==> config.mk <==
export PLATFORM = sky130hd
export DESIGN_NAME = gcd_requester
export DESIGN_NICKNAME = d
export VERILOG_FILES = /design/src/rtl/gcd_requester.sv
export SDC_FILE = /design/constraint.sdc
export NUM_CORES = 1
export LEC_CHECK = 0
export CORE_MARGIN = 2
export CORE_UTILIZATION = 30
export CTS_CLUSTER_DIAMETER = 120
export CTS_CLUSTER_SIZE = 28
export DETAILED_ROUTE_END_ITERATION = 10
export SETUP_SLACK_MARGIN = 0.1
export SLEW_MARGIN = 25
export SYNTH_ARGS = -nofsm -noshare
export SYNTH_HDL_FRONTEND = slang
export SYNTH_SLANG_ARGS = --single-unit
==> constraint.sdc <==
create_clock -name clk_i -period 2.1 [get_ports clk_i]
set_input_delay 0.21 -clock clk_i [delete_from_list [all_inputs] [get_ports clk_i]]
set_output_delay 0.21 -clock clk_i [all_outputs]
set_load 0.01 [all_outputs]
==> src/rtl/gcd_requester.sv <==
// gcd_requester: queues operand pairs, issues them one at a time to a gcd core and
// returns results in request order; a watchdog answers with an error if the core stalls.
// Optional accepted-response counters are enabled by defining GCD_REQUESTER_STATS_EN.
module gcd_requester #(
  parameter int WIDTH   = 8,
  parameter int DEPTH   = 4,
  parameter int TIMEOUT = 1024
) (
  input  logic             clk_i,
  input  logic             rst_ni,
  input  logic             req_valid_i,
  output logic             req_ready_o,
  input  logic [WIDTH-1:0] req_a_i,
  input  logic [WIDTH-1:0] req_b_i,
  output logic             gcd_valid_o,
  output logic [WIDTH-1:0] gcd_a_o,
  output logic [WIDTH-1:0] gcd_b_o,
  input  logic             gcd_valid_i,
  input  logic [WIDTH-1:0] gcd_result_i,
  output logic             res_valid_o,
  input  logic             res_ready_i,
  output logic [WIDTH-1:0] res_gcd_o,
  output logic             res_err_o
`ifdef GCD_REQUESTER_STATS_EN
  ,
  output logic [15:0]      stat_done_o,
  output logic [15:0]      stat_timeout_o
`endif
);

  localparam int PTR_W = (DEPTH > 1) ? $clog2(DEPTH) : 1;
  localparam int CNT_W = $clog2(DEPTH + 1);
  localparam int WD_W  = $clog2(TIMEOUT + 1);

  typedef enum logic [2:0] {
    S_IDLE, S_ISSUE, S_WAIT, S_RESP, S_GAP, S_RECOVER
  } state_e;

  state_e           r_state, w_state_next;
  logic [WIDTH-1:0] r_mem_a [DEPTH];
  logic [WIDTH-1:0] r_mem_b [DEPTH];
  logic [PTR_W-1:0] r_wr_ptr, r_rd_ptr;
  logic [CNT_W-1:0] r_count, w_count_next;
  logic             r_ready;
  logic [WIDTH-1:0] r_op_a, r_op_b, r_res_gcd;
  logic             r_res_err;
  logic [WD_W-1:0]  r_wd;
  logic             w_push, w_pop, w_wd_hit;

  assign w_push       = req_valid_i && r_ready;
  assign w_pop        = (r_state == S_ISSUE);
  assign w_wd_hit     = (r_wd == WD_W'(TIMEOUT - 1));
  assign w_count_next = r_count + CNT_W'(w_push) - CNT_W'(w_pop);

  // NOTE: the storage array carries no reset; pointers and count alone say what is valid.
  always_ff @(posedge clk_i) begin
    if (w_push) begin
      r_mem_a[r_wr_ptr] <= req_a_i;
      r_mem_b[r_wr_ptr] <= req_b_i;
    end
  end

  // NOTE: next state has a default first so no path leaves it unassigned (no latch).
  always_comb begin
    w_state_next = r_state;
    case (r_state)
      S_IDLE:    if (r_count != '0) w_state_next = S_ISSUE;
      S_ISSUE:   w_state_next = S_WAIT;
      S_WAIT:    if (gcd_valid_i || w_wd_hit) w_state_next = S_RESP;
      // An error response means the core may still answer late, so drain it in RECOVER.
      S_RESP:    if (res_ready_i) w_state_next = r_res_err ? S_RECOVER : S_GAP;
      S_GAP:     w_state_next = S_IDLE;
      S_RECOVER: if (gcd_valid_i || w_wd_hit) w_state_next = S_IDLE;
      default:   w_state_next = S_IDLE;
    endcase
  end

  // NOTE: non-blocking assignments so every register updates from pre-edge values.
  always_ff @(posedge clk_i) begin
    if (!rst_ni) begin
      r_state   <= S_IDLE;
      r_wr_ptr  <= '0;
      r_rd_ptr  <= '0;
      r_count   <= '0;
      r_ready   <= 1'b0;
      r_op_a    <= '0;
      r_op_b    <= '0;
      r_res_gcd <= '0;
      r_res_err <= 1'b0;
      r_wd      <= '0;
    end else begin
      r_state <= w_state_next;
      r_count <= w_count_next;
      r_ready <= (w_count_next != CNT_W'(DEPTH));
      if (w_push) r_wr_ptr <= r_wr_ptr + 1'b1;
      if (w_pop) begin
        r_op_a   <= r_mem_a[r_rd_ptr];
        r_op_b   <= r_mem_b[r_rd_ptr];
        r_rd_ptr <= r_rd_ptr + 1'b1;
      end
      // Counting from the start pulse makes the error response land TIMEOUT cycles after it.
      if (r_state inside {S_ISSUE, S_WAIT, S_RECOVER}) r_wd <= r_wd + 1'b1;
      else                                             r_wd <= '0;
      if (r_state == S_WAIT) begin
        if (gcd_valid_i) begin
          r_res_gcd <= gcd_result_i;
          r_res_err <= 1'b0;
        end else if (w_wd_hit) begin
          r_res_gcd <= '0;
          r_res_err <= 1'b1;
        end
      end
    end
  end

  assign req_ready_o = r_ready;
  assign gcd_valid_o = (r_state == S_ISSUE);
  assign gcd_a_o     = r_op_a;
  assign gcd_b_o     = r_op_b;
  assign res_valid_o = (r_state == S_RESP);
  assign res_gcd_o   = r_res_gcd;
  assign res_err_o   = r_res_err;

`ifdef GCD_REQUESTER_STATS_EN
  logic        w_accept;
  logic [15:0] r_stat_done, r_stat_timeout;

  assign w_accept = (r_state == S_RESP) && res_ready_i;

  always_ff @(posedge clk_i) begin
    if (!rst_ni) begin
      r_stat_done    <= '0;
      r_stat_timeout <= '0;
    end else if (w_accept) begin
      if (r_res_err) begin
        if (r_stat_timeout != 16'hFFFF) r_stat_timeout <= r_stat_timeout + 16'd1;
      end else begin
        if (r_stat_done != 16'hFFFF) r_stat_done <= r_stat_done + 16'd1;
      end
    end
  end

  assign stat_done_o    = r_stat_done;
  assign stat_timeout_o = r_stat_timeout;
`endif

endmodule

==> qor.txt <==
STATUS
---------------------------------------------------------------------------------
Result of the run                                                    complete, no violations

GLOBAL ROUTE
---------------------------------------------------------------------------------
Global-route total usage across every layer                                 11.7%
Number of antenna violations at the first check in global routing               0
Via count of the first global-routing pass                                   2757
Overall overflow remaining after global route                                   0
Largest net degree at the start of global routing                              25
Wire length of the first global-routing pass                             14300 µm

CELLS AND AREA
---------------------------------------------------------------------------------
Antenna cell count                                                              0
Fraction of the core area covered by cells at the end of the flow           38.8%
Layout cell share with drive strength beyond 1                              19.9%
Footprint of the flip-flops and latches                                  2870 µm²
Final instance area                                                      5580 µm²
Nets                                                                          422
Most frequent cells in the layout                                    sky130_fd_sc_hd__edfxtp_1 (64), sky130_fd_sc_hd__clkdlybuf4s50_1 (55), sky130_fd_sc_hd__dfxtp_1 (45), sky130_fd_sc_hd__nand2_1 (39), sky130_fd_sc_hd__buf_4 (19)
Commonest non-fill, non-tap cell in the layout                       sky130_fd_sc_hd__edfxtp_1
Number of filler cells placed in the layout                                  1370
Area Growth Syn to Fin                                                      27.5%
Area taken by multi-input logic gates                                    1430 µm²
Number of non-filler instances in the completed layout                        575

CRITICAL PATH
---------------------------------------------------------------------------------
Worst Path Arrival                                                        2180 ps
Reg-to-reg critical path startpoint                                    r_state[1]
Capture point of the critical path                                    req_ready_o
Max stage delay on crit path                                               350 ps
Worst-case register-to-register setup slack                                150 ps
Slowest stage cell, crit path                                        sky130_fd_sc_hd__dfxtp_2
Worst setup path class                                                 reg -> reg
Cell chain of the critical path                                      and2b_1 -> nand2b_1 -> inv_2 -> nand2_4 -> nand2_4 -> ha_4 -> fa_2 -> xor2_2 -> xnor2_1 -> a21boi_1
Cell type with the highest occurrence count on the critical path     sky130_fd_sc_hd__nand2_4
Cells on worst reg2reg path                                                    10
Setup crit end kind                                                     flip-flop
Startpoint type of the worst setup path                                 flip-flop
Critical-path maximum fanout                                                    3
Worst endpoint required time                                              2330 ps
Capture instance of the worst register-to-register path               req_ready_o
Setup crit start                                                       r_state[1]

CLOCKING
---------------------------------------------------------------------------------
TritonCTS clock tree                                                         done
Clock Tree Root                                                      sky130_fd_sc_hd__clkbuf_16
CTS H-Tree Depth                                                                3
Worst-path clk slew                                                         70 ps
Clk buf depth                                                                   2
Clk_lat worst skew                                                         350 ps
Clock sinks                                                                   111
Total CTS buffers                                                               9

LOGIC SYNTHESIS
---------------------------------------------------------------------------------
Fraction of the yosys area taken by sequential cells                        65.4%
Distinct cell type count after synthesis                                       40
Largest cells by area after synthesis                                sky130_fd_sc_hd__edfxtp_1 (44%), sky130_fd_sc_hd__dfxtp_1 (22%), sky130_fd_sc_hd__mux4_2 (8.2%), sky130_fd_sc_hd__nand2_1 (3.5%), sky130_fd_sc_hd__a21boi_1 (2.7%)
Cell area after synthesis                                                4380 µm²
Synthesized instance count                                                    314
Syn Nets                                                                      350
Mean area per synthesized cell                                           13.9 µm²
Count of yosys warnings during synthesis                                        0
Library cell occupying the most area in the post-synthesis netlist   sky130_fd_sc_hd__edfxtp_1
Post-synth top area share                                                   43.9%
Count of state elements after synthesis                                       111

TIMING
---------------------------------------------------------------------------------
Total negative slack for setup checks                                        0 ps
WHS                                                                        422 ps
Max Transition Viols Final                                                      0
Number of hold violations in the final report                                   0
Fin crit share                                                              92.7%
Max Freq                                                                0.514 GHz
Min Clock Period, post-route                                              1950 ps
Max-Slew Margin vs Limit                                                    44.8%
Smallest setup slack after layout                                          154 ps
Final setup violating endpoints                                                 0
Setup repair after global routing missed its margin                           yes
Tightest Pin Transition                                                    823 ps
Final setup skew                                                          9.24 ps

PLACE
---------------------------------------------------------------------------------
Worst slack after detailed placement                                     -16.0 ps
HPWL reported at the end of detailed placement                            5850 µm
Placed cell areas                                                        5230 µm²
Count of port buffers added during placement                                   56
Final weighted congestion in routability-driven placement                   0.752
Cells after DPL                                                               554

DIE
---------------------------------------------------------------------------------
Horizontal die dimension                                                   125 µm
Starting density of the core                                                30.5%
Number of ports placed on the die boundary                                     57
Height of the die                                                          125 µm
Row cnt                                                                        44
Core ar.                                                                14400 µm²
Die Footprint                                                           15600 µm²

DRT
---------------------------------------------------------------------------------
Sum of routed wire length over all layers                                 8830 µm
Highest routing layer actually used                                          met4
DRC violation count after routing                                               0
Number of detailed-routing iterations run before antenna repair                 4
Length of routed met2 wiring                                              4430 µm
Met3 routed wirelength                                                     455 µm
Final antenna-violating net count                                               0
Number of DRC markers in iteration 0                                          115
Via density                                                                  4.61
Routed length per placed instance                                         15.3 µm
Metal1 wirelength                                                         3840 µm
Via count                                                                    2650

PWR
---------------------------------------------------------------------------------
Total Power                                                               6.26 mW
Power Dens Cells                                                      1120 nW/µm²
IR drop worst, VDD                                                       0.524 mV
Static leakage                                                            1.88 nW

FLOW RUN
---------------------------------------------------------------------------------
Max-capacitance violation count                                                 0

WORST HOLD PATH
---------------------------------------------------------------------------------
Path class of the lowest-slack min-delay path                           in -> reg

-- report_power, final --
group	total (mW)	internal [mW]	leakage (nW)	switching, mW
Clock	1.65	0.840	0.139	0.807
Sequential	2.77	2.59	0.963	0.184
Combinational	1.84	0.952	0.777	0.888
-- kinds of logic (layout without fill, tap and decap cells) --
| group | Yosys count | count (layout) | share of synthesized area [%] |
|---|---|---|---|
| compound gates | 48 | 48 | 8.04 |
| xor+xnor | 12 | 12 | 2.40 |
| fa+ha+maj | 7 | 7 | 2.17 |
| buf+inv | 23 | 100 | 2.92 |
| flops | 111 | 111 | 65.4 |
| mux | 16 | 16 | 8.24 |
| simple gates | 97 | 97 | 10.8 |
-- state kept, by name (all words and copies together) (netlist names) --
signal and cells:
gcd_b_o 8, res_gcd_o 8, r_state 3, r_mem_b 32, r_wr_ptr 2, gcd_a_o 8
req_ready_o 1, r_rd_ptr 2, res_err_o 1, r_wd 11, r_mem_a 32, r_count 3
-- worst min path at each step --
stage	from	to	slack, ps	depth (start not counted)
finish	gcd_result_i[1]	res_gcd_o[1]	420	3
global route	gcd_result_i[2]	res_gcd_o[2]	430	3
CTS	gcd_result_i[1]	res_gcd_o[1]	410	3
detailed placement	gcd_b_o[4]	gcd_b_o[4]	450	2
global placement	gcd_b_o[2]	gcd_b_o[2]	440	2
floorplan	req_a_i[0]	r_mem_a[0][0]	310	0
-- worst max-delay path, delay by kind of cell (launching register included) --
family / cells / cell delay, ps
buffers and inverters: 1 / 80
xor gates and xnor gates: 2 / 380
and+or+nand+nor: 4 / 450
AOI/OAI and AO/OA: 1 / 90
DFF: 1 / 350
adders and majority gates: 2 / 500
-- synth_stat cells --
cell type	count
sky130_fd_sc_hd__a21boi_0	2
sky130_fd_sc_hd__a21boi_1	16
sky130_fd_sc_hd__a21boi_2	8
sky130_fd_sc_hd__a21o_1	1
sky130_fd_sc_hd__a21oi_1	3
sky130_fd_sc_hd__a221oi_1	1
sky130_fd_sc_hd__a31oi_1	2
sky130_fd_sc_hd__a32oi_1	1
sky130_fd_sc_hd__a41oi_1	1
sky130_fd_sc_hd__and2_1	8
sky130_fd_sc_hd__and2b_1	1
sky130_fd_sc_hd__and3_1	6
sky130_fd_sc_hd__and4b_1	1
sky130_fd_sc_hd__buf_2	6
sky130_fd_sc_hd__buf_4	2
sky130_fd_sc_hd__buf_6	2
sky130_fd_sc_hd__buf_8	1
sky130_fd_sc_hd__clkbuf_1	5
sky130_fd_sc_hd__dfxtp_1	47
sky130_fd_sc_hd__edfxtp_1	64
sky130_fd_sc_hd__fa_1	1
sky130_fd_sc_hd__ha_1	6
sky130_fd_sc_hd__inv_1	6
sky130_fd_sc_hd__inv_2	1
sky130_fd_sc_hd__mux4_2	16
sky130_fd_sc_hd__nand2_1	41
sky130_fd_sc_hd__nand2_2	8
sky130_fd_sc_hd__nand2b_1	2
sky130_fd_sc_hd__nand3_1	9
sky130_fd_sc_hd__nand4_1	1
sky130_fd_sc_hd__nor2_1	12
sky130_fd_sc_hd__nor2b_1	3
sky130_fd_sc_hd__nor3_1	2
sky130_fd_sc_hd__nor3b_1	1
sky130_fd_sc_hd__nor3b_2	1
sky130_fd_sc_hd__o21ai_0	12
sky130_fd_sc_hd__o21ai_1	1
sky130_fd_sc_hd__or3_1	1
sky130_fd_sc_hd__xnor2_1	7
sky130_fd_sc_hd__xor2_1	5
-- routing by layer --
layer	track usage [%]	up-vias
met4	3.64	0
met2	19.7	61
li1	-	1273
met3	3.65	10
met1	14.3	1306
met5	0	-
-- area by class of cell --
cell class              instances  share of cell area, %
repair buffers                 77                   13.4
well taps                     184                   4.13
multi-input cells             180                   25.5
inverters                       7                  0.471
flip-flops and latches        111                   51.3
clock buffers                  10                   4.10
clock inverters                 6                   1.05
-- timing repair --
action,in CTS,in global routing
resized for setup,1,6
endpoints found under the setup margin,3,4
hold endpoints to repair,0,0
setup buffers,3,2
pin swaps,1,4
hold buffers,0,0
(Power assumes the default switching activity.)
